==> config.mk <==
export PLATFORM = sky130hd
export DESIGN_NAME = ro_puf_ctrl
export DESIGN_NICKNAME = d
export VERILOG_FILES = /design/src/rtl/ro_puf_pkg.sv /design/src/rtl/ro_puf_lfsr8.sv /design/src/rtl/ro_puf_ctrl.sv
export SDC_FILE = /design/constraint.sdc
export NUM_CORES = 1
export LEC_CHECK = 0
export CAP_MARGIN = 10
export CORE_MARGIN = 8
export CORE_UTILIZATION = 35
export CTS_CLUSTER_SIZE = 16
export DETAILED_ROUTE_END_ITERATION = 8
export HOLD_SLACK_MARGIN = 0.06
export REMOVE_ABC_BUFFERS = 1
export SLEW_MARGIN = 20
export SYNTH_ARGS = -nofsm -noshare
export SYNTH_HDL_FRONTEND = slang
export SYNTH_HIERARCHICAL = 1
export SYNTH_SLANG_ARGS = --single-unit
export TNS_END_PERCENT = 10
==> constraint.sdc <==
create_clock -name clk_i -period 3.1 [get_ports clk_i]
set_input_delay 0.62 -clock clk_i [delete_from_list [all_inputs] [get_ports clk_i]]
set_output_delay 0.62 -clock clk_i [all_outputs]
set_load 0.005 [all_outputs]
==> src/rtl/ro_puf_pkg.sv <==
// Shared types and constants for the ring-oscillator PUF controller.
package ro_puf_pkg;

    localparam int unsigned DefSelW = 4;
    localparam int unsigned DefCntW = 16;
    localparam int unsigned DefWinW = 12;

    // Fibonacci taps at bits 7, 5, 4 and 3.
    localparam logic [7:0] LfsrTaps     = 8'hB8;
    localparam logic [7:0] LfsrZeroSeed = 8'h01;

    typedef enum logic [2:0] {
        StIdle,
        StClear,
        StRun,
        StSettle,
        StCompare,
        StDone
    } state_e;

    function automatic logic [7:0] lfsr_step(input logic [7:0] s);
        return {s[6:0], ^(s & LfsrTaps)};
    endfunction

endpackage

==> src/rtl/ro_puf_lfsr8.sv <==
// Challenge LFSR with registered ring-oscillator pair selection.
module ro_puf_lfsr8
    import ro_puf_pkg::*;
#(
    parameter int unsigned SelW = DefSelW
) (
    input  logic            clk_i,
    input  logic            rst_i,
    input  logic            load_i,
    input  logic [7:0]      seed_i,
    input  logic            advance_i,
    output logic [SelW-1:0] sel_a_o,
    output logic [SelW-1:0] sel_b_o
);

    localparam int unsigned ExtW = (2 * SelW > 8) ? 2 * SelW : 8;

    logic [7:0]      lfsr_q, lfsr_d;
    logic [SelW-1:0] sel_a_q, sel_b_q;
    logic [SelW-1:0] pair_a, pair_b;
    logic [ExtW-1:0] lfsr_ext;

    always_comb begin
        lfsr_d = lfsr_q;
        if (load_i) begin
            lfsr_d = (seed_i == 8'h00) ? LfsrZeroSeed : seed_i;
        end else if (advance_i) begin
            lfsr_d = lfsr_step(lfsr_q);
        end
    end

    // Pair is taken from the next LFSR value so the selects change together with it.
    always_comb begin
        lfsr_ext = ExtW'(lfsr_d);
        pair_a   = lfsr_ext[SelW-1:0];
        pair_b   = lfsr_ext[2*SelW-1:SelW];
        if (pair_b == pair_a) begin
            pair_b = pair_a ^ SelW'(1);
        end
    end

    always_ff @(posedge clk_i) begin
        if (rst_i) begin
            lfsr_q  <= LfsrZeroSeed;
            sel_a_q <= '0;
            sel_b_q <= '0;
        end else begin
            lfsr_q <= lfsr_d;
            if (load_i || advance_i) begin
                sel_a_q <= pair_a;
                sel_b_q <= pair_b;
            end
        end
    end

    assign sel_a_o = sel_a_q;
    assign sel_b_o = sel_b_q;

endmodule

==> src/rtl/ro_puf_ctrl.sv <==
// Ring-oscillator PUF sequencer: clear, run, settle and compare one RO pair per response bit.
// Define RO_PUF_MAJ_VOTE_EN to evaluate each pair three times and keep the majority result.
module ro_puf_ctrl
    import ro_puf_pkg::*;
#(
    parameter int unsigned SEL_W     = DefSelW,
    parameter int unsigned CNT_W     = DefCntW,
    parameter int unsigned WIN_W     = DefWinW,
    parameter int unsigned RESP_BITS = 8,
    parameter int unsigned SETTLE    = 4
) (
    input  logic                 clk_i,
    input  logic                 rst_i,
    input  logic                 start_i,
    input  logic [7:0]           challenge_i,
    input  logic [WIN_W-1:0]     window_len_i,
    input  logic [CNT_W-1:0]     cnt_a_i,
    input  logic [CNT_W-1:0]     cnt_b_i,
    output logic                 ro_en_o,
    output logic                 cnt_clr_o,
    output logic [SEL_W-1:0]     sel_a_o,
    output logic [SEL_W-1:0]     sel_b_o,
    output logic                 busy_o,
    output logic                 done_o,
    output logic [RESP_BITS-1:0] response_o
);

    localparam int unsigned SetW = $clog2(SETTLE + 1);
    localparam int unsigned TmrW = (WIN_W > SetW) ? WIN_W : SetW;
    localparam int unsigned IdxW = (RESP_BITS > 1) ? $clog2(RESP_BITS) : 1;
    localparam logic [IdxW-1:0] LastIdx = IdxW'(RESP_BITS - 1);

    state_e               state_q, state_d;
    logic [WIN_W-1:0]     win_q, win_d;
    logic [TmrW-1:0]      timer_q, timer_d;
    logic [IdxW-1:0]      idx_q, idx_d;
    logic [RESP_BITS-1:0] shadow_q, shadow_d;
    logic [RESP_BITS-1:0] response_q, response_d;
    logic                 ro_en_q, cnt_clr_q, busy_q, done_q;
    logic                 lfsr_load, lfsr_adv;
    logic                 cmp_bit, bit_ready, bit_val;

    assign cmp_bit = (cnt_a_i > cnt_b_i);

`ifdef RO_PUF_MAJ_VOTE_EN
    logic [1:0] vote_q, vote_d, pass_q, pass_d, vote_sum;

    // Three passes per pair; the bit is ready on the third compare.
    always_comb begin
        vote_sum  = vote_q + {1'b0, cmp_bit};
        bit_ready = (pass_q == 2'd2);
        bit_val   = vote_sum[1];
        vote_d    = vote_q;
        pass_d    = pass_q;
        if (state_q == StCompare) begin
            if (bit_ready) begin
                vote_d = '0;
                pass_d = '0;
            end else begin
                vote_d = vote_sum;
                pass_d = pass_q + 2'd1;
            end
        end
    end

    always_ff @(posedge clk_i) begin
        if (rst_i) begin
            vote_q <= '0;
            pass_q <= '0;
        end else begin
            vote_q <= vote_d;
            pass_q <= pass_d;
        end
    end
`else
    always_comb begin
        bit_ready = 1'b1;
        bit_val   = cmp_bit;
    end
`endif

    always_comb begin
        state_d    = state_q;
        win_d      = win_q;
        timer_d    = timer_q;
        idx_d      = idx_q;
        shadow_d   = shadow_q;
        response_d = response_q;
        lfsr_load  = 1'b0;
        lfsr_adv   = 1'b0;

        unique case (state_q)
            StIdle: begin
                if (start_i) begin
                    win_d     = (window_len_i == '0) ? WIN_W'(1) : window_len_i;
                    lfsr_load = 1'b1;
                    shadow_d  = '0;
                    idx_d     = '0;
                    state_d   = StClear;
                end
            end
            StClear: begin
                timer_d = TmrW'(win_q) - TmrW'(1);
                state_d = StRun;
            end
            StRun: begin
                if (timer_q == '0) begin
                    timer_d = TmrW'(SETTLE - 1);
                    state_d = StSettle;
                end else begin
                    timer_d = timer_q - TmrW'(1);
                end
            end
            StSettle: begin
                if (timer_q == '0) begin
                    state_d = StCompare;
                end else begin
                    timer_d = timer_q - TmrW'(1);
                end
            end
            StCompare: begin
                if (bit_ready) begin
                    shadow_d[idx_q] = bit_val;
                    lfsr_adv        = 1'b1;
                    if (idx_q == LastIdx) begin
                        // Publish now so response is valid in the same cycle as done.
                        response_d = shadow_d;
                        state_d    = StDone;
                    end else begin
                        idx_d   = idx_q + IdxW'(1);
                        state_d = StClear;
                    end
                end else begin
                    state_d = StClear;
                end
            end
            StDone: begin
                state_d = StIdle;
            end
            default: begin
                state_d = StIdle;
            end
        endcase
    end

    always_ff @(posedge clk_i) begin
        if (rst_i) begin
            state_q    <= StIdle;
            win_q      <= WIN_W'(1);
            timer_q    <= '0;
            idx_q      <= '0;
            shadow_q   <= '0;
            response_q <= '0;
            ro_en_q    <= 1'b0;
            cnt_clr_q  <= 1'b0;
            busy_q     <= 1'b0;
            done_q     <= 1'b0;
        end else begin
            state_q    <= state_d;
            win_q      <= win_d;
            timer_q    <= timer_d;
            idx_q      <= idx_d;
            shadow_q   <= shadow_d;
            response_q <= response_d;
            ro_en_q    <= (state_d == StRun);
            cnt_clr_q  <= (state_d == StClear);
            busy_q     <= (state_d != StIdle);
            done_q     <= (state_d == StDone);
        end
    end

    ro_puf_lfsr8 #(
        .SelW(SEL_W)
    ) u_lfsr (
        .clk_i    (clk_i),
        .rst_i    (rst_i),
        .load_i   (lfsr_load),
        .seed_i   (challenge_i),
        .advance_i(lfsr_adv),
        .sel_a_o  (sel_a_o),
        .sel_b_o  (sel_b_o)
    );

    assign ro_en_o    = ro_en_q;
    assign cnt_clr_o  = cnt_clr_q;
    assign busy_o     = busy_q;
    assign done_o     = done_q;
    assign response_o = response_q;

endmodule

==> out/results.ini, run 1 <==
[status]
status=finished clean

[worst_setup_path]
r2r.worst_path.cells=8
crit_required_ns=3.34
critical_path_class=flop to flop
worstSetupStartpointType=flop
cp.arrival_ns=2.99
crit_fanout=13
crit_path_end_kind=flop

[drt]
drt_wl_total_um=9710
post_drt_wl_per_cell_um=14.9
drt_iter0_markers=204
dr.pass1.iters=5
via_per_inst=5.25
drtAntennaViolNets=0
drc=0
vias=3411

[pwr]
internal_power_w=0.00182
switchingPower_w=0.00103
p_total_w=0.00286
p_leak_nw=1.83
p_comb_frac=0.379
irDropWorstVdd_mv=0.283
pwr-share-clk=0.254
seqPwrFrac=0.367
p_sw_frac=0.362
p_per_area_nw_per_um2=605

[place]
dpl.cell_count=635
gp_congestion=0.804
dp_hpwl_um=7170
port_buffers=74
place_area_um2=4530

[die]
rows=37
start_util=0.358
die_y_um=118
dieArea_um2=14000
io_pins=75
die_w_um=118
core_area_um2=10200

[cells_and_area]
drive_gt1_frac=0.0778
multi_input_area_um2=2130
area.growth.synth_to_final_pct=29.0
nets=585
stdcell_area_um2=4720
regArea_um2=1320
fillers=1010
antenna_cells=0
final_cells=650

[synthesis]
syn_area_um2=3660
avgSynthCellArea_um2=8.34
synth_compound_area_frac=0.212
synth.distinct_cells=56
synth_xor_area_frac=0.0407
yosys_warnings=6
synth_simple_gate_area_frac=0.191
ys_seq_area_frac=0.361
yosys.area_share.adder=0.0684
synth_top_area_frac=0.361
yosys.cell_count.top_type=dfxtp_1
netlist_top_cells_count=66 x dfxtp_1, 49 x nor2_1, 43 x a21oi_1
synthTopCellsByArea=dfxtp_1 36%, ha_1 6.8%, a21oi_1 5.9%
synth-async-reset-ratio=0
synthMuxAreaShare=0.0694
synth-edff-count=0
synth-main-ff-cell=dfxtp_1
synth_area_leader_cell=dfxtp_1
synth_top_family_by_area=compound AO/OA/AOI/OAI gates
ys_ff_latch=66
postSynthCellCount=439

[global_routing]
grt_antenna_before_repair=0
grt_pass1_wl_um=16200
grt_use_met1=0.172
grt.total_usage=0.138
grt_max_degree=28
use_met3=0.0414
grt-ovfl-total=0
grt_pass1_vias=3391
top_usage_layer=met2
gr-usage-met2=0.222

[sta]
fin_skew_ns=0.00767
whs_ns=0.485
slew_violations=0
fmax_ghz=0.364
final.min_clock_period_ns=2.75
worst_pin_slew_ns=0.796
rsz0062_at_grt=false
finalSetupTns_ns=0
hold_viol_final=0
finalSetupViolations=0
post-route-period-util=0.887
slew_headroom=0.464

[clock_network]
numCtsBuffers=9
clkTransAtPathRegs_ns=0.08
cts-hold-fix-buffers=0
clk_latency_ns=0.35
cts.sinks=66
cts_max_level=3
root_buffer=clkbuf_8
cts_tree=done
cts_resized=0
cts_setup_buffers=0
clk_path_buf_depth=2

[run]
cap_viol_max_count=0

[hold_path]
hold_depth=2
hold_class=flop to flop

cell usage in the layout (no fill, tap or decap), types with 2 or more instances in the layout:
cell and count:
clkdlybuf4s50_1 74, nand2_1 38, clkbuf_8 10, buf_4 8
ha_1 20, mux2i_2 2, xnor2_1 3, clkinv_2 2
mux2_1 3, xor2_1 14, a21oi_1 43, nor2b_1 2
inv_1 28, clkinvlp_4 2, o32ai_1 2, a32o_1 8
mux2_4 4, nand2b_1 5, nor3b_1 3, mux2i_1 11
a31oi_1 2, dfxtp_1 66, a22oi_1 10, a211oi_1 2
o22ai_1 5, nand3b_1 3, nand4b_1 2, nand4_1 6
or4_1 3, and3_1 3, nor2_1 49, nor3_1 9
o21a_1 4, o21ai_0 24, nor4_1 8, nand3_1 3
o21ai_1 11, or3_1 2
routing by layer:
| layer | vias up | share of wire | wire length (µm) |
|---|---|---|---|
| li1 | 1709 | - | - |
| met1 | 1607 | 0.47 | 4600 |
| met2 | 84 | 0.46 | 4480 |
| met3 | 11 | 0.050 | 482 |
| met4 | 0 | 0.015 | 145 |
| met5 | - | 0 | 0 |
state kept, by name (all words and copies together), names as in the netlist, 3 cells and up:
name / cells
timer_q: 12
win_q: 12
response_o: 8
shadow_q: 8
u_lfsr/lfsr_q: 8
u_lfsr/sel_a_o: 4
u_lfsr/sel_b_o: 4
idx_q: 3
state_q: 3
kinds of logic after synthesis:
logic type | after synthesis
flip-flops | 66
AO/OA/AOI/OAI | 123
AND/OR/NAND/NOR | 141
adder cells (fa/ha/maj) | 20
XOR/XNOR | 17
multiplexers | 21
buffers and inverters | 51
power groups by stage:
stage | clock network (W) | logic [W] | registers (W)
floorplan | 0 | 0.000742 | 0.00105
detailed placement | 0 | 0.00107 | 0.00107
global placement | 0 | 0.00106 | 0.00106
global route | 0.000784 | 0.00120 | 0.00106
finish | 0.000727 | 0.00108 | 0.00105
CTS | 0.000745 | 0.00108 | 0.00105
final timing paths:
path | end | from | slack (ns)
worst max-delay path | u_lfsr/sel_b_o[0] | state_q[0] | 0.35
worst min-delay path | win_q[11] | win_q[11] | 0.48
worst max register to register | u_lfsr/sel_b_o[0] | state_q[0] | 0.35
worst min register to register | win_q[11] | win_q[11] | 0.48
metrics by stage:
stage,setup WS [ns],util
floorplan,0.510,-
global placement,0.109,0.443
detailed placement,0.0153,0.443
CTS,0.375,0.462
global route,0.141,0.462
finish,0.350,0.462
worst max-delay path, cell delays in order, from the launching register on:
cell,delay (ns)
dfxtp_1,0.41
nor2_1,0.23
nand2_1,0.16
inv_1,0.37
mux2_1,0.37
mux2i_1,0.30
xor2_1,0.11
nor3_1,0.35
mux2_4,0.33
final cells by class:
class / instances / share of cell area
repair buffers: 82 / 0.169
clock buffers: 10 / 0.0291
inverters: 29 / 0.0230
multi-input cells: 322 / 0.451
flip-flops and latches: 66 / 0.280
clock inverters: 5 / 0.0117
well taps: 136 / 0.0360
Power figures use the tool's default switching activity.
==> run 2: changes to the inputs <==
--- a/config.mk
+++ b/config.mk
@@ -6,7 +6,7 @@
 export NUM_CORES = 1
 export LEC_CHECK = 0
 export CAP_MARGIN = 10
-export CORE_MARGIN = 8
+export CORE_MARGIN = 2
 export CORE_UTILIZATION = 35
 export CTS_CLUSTER_SIZE = 16
 export DETAILED_ROUTE_END_ITERATION = 8
==> out/results.ini, run 2 (synthesis results as in run 1) <==
[status]
status=finished clean  ; unchanged

[drt]
via_per_inst=5.13  ; was 5.25
drt_iter0_markers=155  ; was 204
dr.pass1.iters=4  ; was 5
post_drt_wl_per_cell_um=13.7  ; was 14.9 µm
drt_wl_total_um=8930  ; was 9710 µm
vias=3353  ; was 3411
drtAntennaViolNets=0  ; unchanged
drc=0  ; unchanged

[clock_network]
cts_tree=done  ; unchanged
numCtsBuffers=9  ; unchanged
cts_max_level=3  ; unchanged
cts.sinks=66  ; unchanged
clk_latency_ns=0.33  ; was 0.35 ns
clkTransAtPathRegs_ns=0.07  ; was 0.08 ns
clk_path_buf_depth=2  ; unchanged
cts_resized=0  ; unchanged
root_buffer=clkbuf_8  ; unchanged
cts-hold-fix-buffers=0  ; unchanged
cts_setup_buffers=0  ; unchanged

[global_routing]
grt-ovfl-total=0  ; unchanged
grt_max_degree=34  ; was 28
grt.total_usage=0.168  ; was 0.138
grt_antenna_before_repair=0  ; unchanged
grt_pass1_wl_um=15700  ; was 16200 µm
grt_pass1_vias=3394  ; was 3391

[run]
cap_viol_max_count=0  ; unchanged

[cells_and_area]
layout_commonest_cell=clkdlybuf4s50_1  ; unchanged
multi_input_area_um2=2130  ; unchanged
nets=587  ; was 585
reg.largest.list=timer_q: 12 flops, win_q: 12 flops  ; unchanged
drive_gt1_frac=0.0832  ; was 0.0778
regArea_um2=1320  ; unchanged
area.growth.synth_to_final_pct=29.8  ; was 29.0%
fillers=1005  ; was 1010
mostFrequentLayoutCells=74 x clkdlybuf4s50_1, 66 x dfxtp_1, 49 x nor2_1, 43 x a21oi_1, 38 x nand2_1  ; unchanged
antenna_cells=0  ; unchanged
final_cells=653  ; was 650

[worst_setup_path]
crit_required_ns=3.37  ; was 3.34 ns
cp.arrival_ns=3.00  ; was 2.99 ns
crit_fanout=8  ; was 13
critical_path_class=input pin to flop  ; was flop to flop
critical-path-max-stage-delay_ns=0.58  ; was 0.41 ns
worstPathCellList=clkdlybuf4s50_1 > inv_1 > ha_1 > nand4_1 > a2111o_1 > a31oi_1 > mux2i_1 > a21oi_1  ; was nor2_1 > nand2_1 > inv_1 > mux2_1 > mux2i_1 > xor2_1 > nor3_1 > mux2_4
cp_slowest_cell=a31oi_1  ; was dfxtp_1
worstSetupStartpointType=input pin  ; was flop
crit_path_end_kind=flop  ; unchanged

[sta]
rsz0062_at_grt=false  ; unchanged
fin_skew_ns=0.00674  ; was 0.00767 ns
finalSetupViolations=0  ; unchanged
slew_violations=0  ; unchanged
whs_ns=0.470  ; was 0.485 ns
finalSetupTns_ns=0  ; unchanged
slew_headroom=0.458  ; was 0.464
final.min_clock_period_ns=2.73  ; was 2.75 ns
post-route-period-util=0.882  ; was 0.887
fmax_ghz=0.366  ; was 0.364 GHz
worst_pin_slew_ns=0.806  ; was 0.796 ns
hold_viol_final=0  ; unchanged

[die]
start_util=0.358  ; unchanged
core_area_um2=10200  ; unchanged
die_w_um=106  ; was 118 µm
dieArea_um2=11300  ; was 14000 µm²
die_y_um=106  ; was 118 µm
io_pins=75  ; unchanged
rows=37  ; unchanged

[place]
dpl.cell_count=637  ; was 635
port_buffers=74  ; unchanged
gp_congestion=0.826  ; was 0.804
dp_hpwl_um=6650  ; was 7170 µm

[pwr]
irDropWorstVdd_mv=0.337  ; was 0.283 mV
p_leak_nw=1.85  ; was 1.83 nW
p_per_area_nw_per_um2=602  ; was 605 nW/µm²

[hold_path]
hold_class=flop to flop  ; unchanged

[run 2: metrics by stage]
step	worst slack (ns)	utilization	instance area, µm²	total power, W
6_report	0.367	0.464	4750	0.00286
5_1_grt	0.184	0.464	4750	0.00306
4_1_cts	0.370	0.464	4750	0.00288
3_5_place_dp	0.0178	0.444	4550	0.00214
3_3_place_gp	0.131	0.444	4550	0.00213
2_1_floorplan	0.510	-	3560	0.00179
[run 2: per-layer routing]
layer	share of wire	vias up	routed length (µm)	global-route usage
li1	-	1724	-	-
met1	0.47	1565	4220	0.216
met2	0.47	58	4230	0.282
met3	0.045	6	402	0.0392
met4	0.0084	0	75	0.0461
met5	0	-	0	0
[run 2: final cells by class]
cell class              instances  share of cell area
clock buffers                  11              0.0319
clock inverters                 5              0.0111
inverters                      29              0.0229
multi-input cells             322               0.449
flip-flops and latches         66               0.278
well taps                     136              0.0358
repair buffers                 84               0.172
[run 2: critical path: cells and delay by family]
family / cells / cell delay (ns)
AOI/OAI and AO/OA: 3 / 1.21
muxes: 1 / 0.19
adders and majority gates: 1 / 0.30
buffers and inverters: 2 / 0.49
and+or+nand+nor: 1 / 0.17
[run 2: final timing paths]
kind / startpoint / to / slack (ns) / depth (start not counted)
max reg2reg: state_q[0] / u_lfsr/sel_b_o[0] / 0.47 / 8
max: cnt_b_i[14] / response_o[4] / 0.37 / 8
min reg2reg: win_q[11] / win_q[11] / 0.47 / 2
min: win_q[11] / win_q[11] / 0.47 / 2
[run 2: report_power, final]
group / leakage (nW) / internal, W / switching [W]
clock: 0.105 / 0.000411 / 0.000326
combinational: 1.21 / 0.000492 / 0.000586
sequential: 0.538 / 0.000952 / 0.0000954
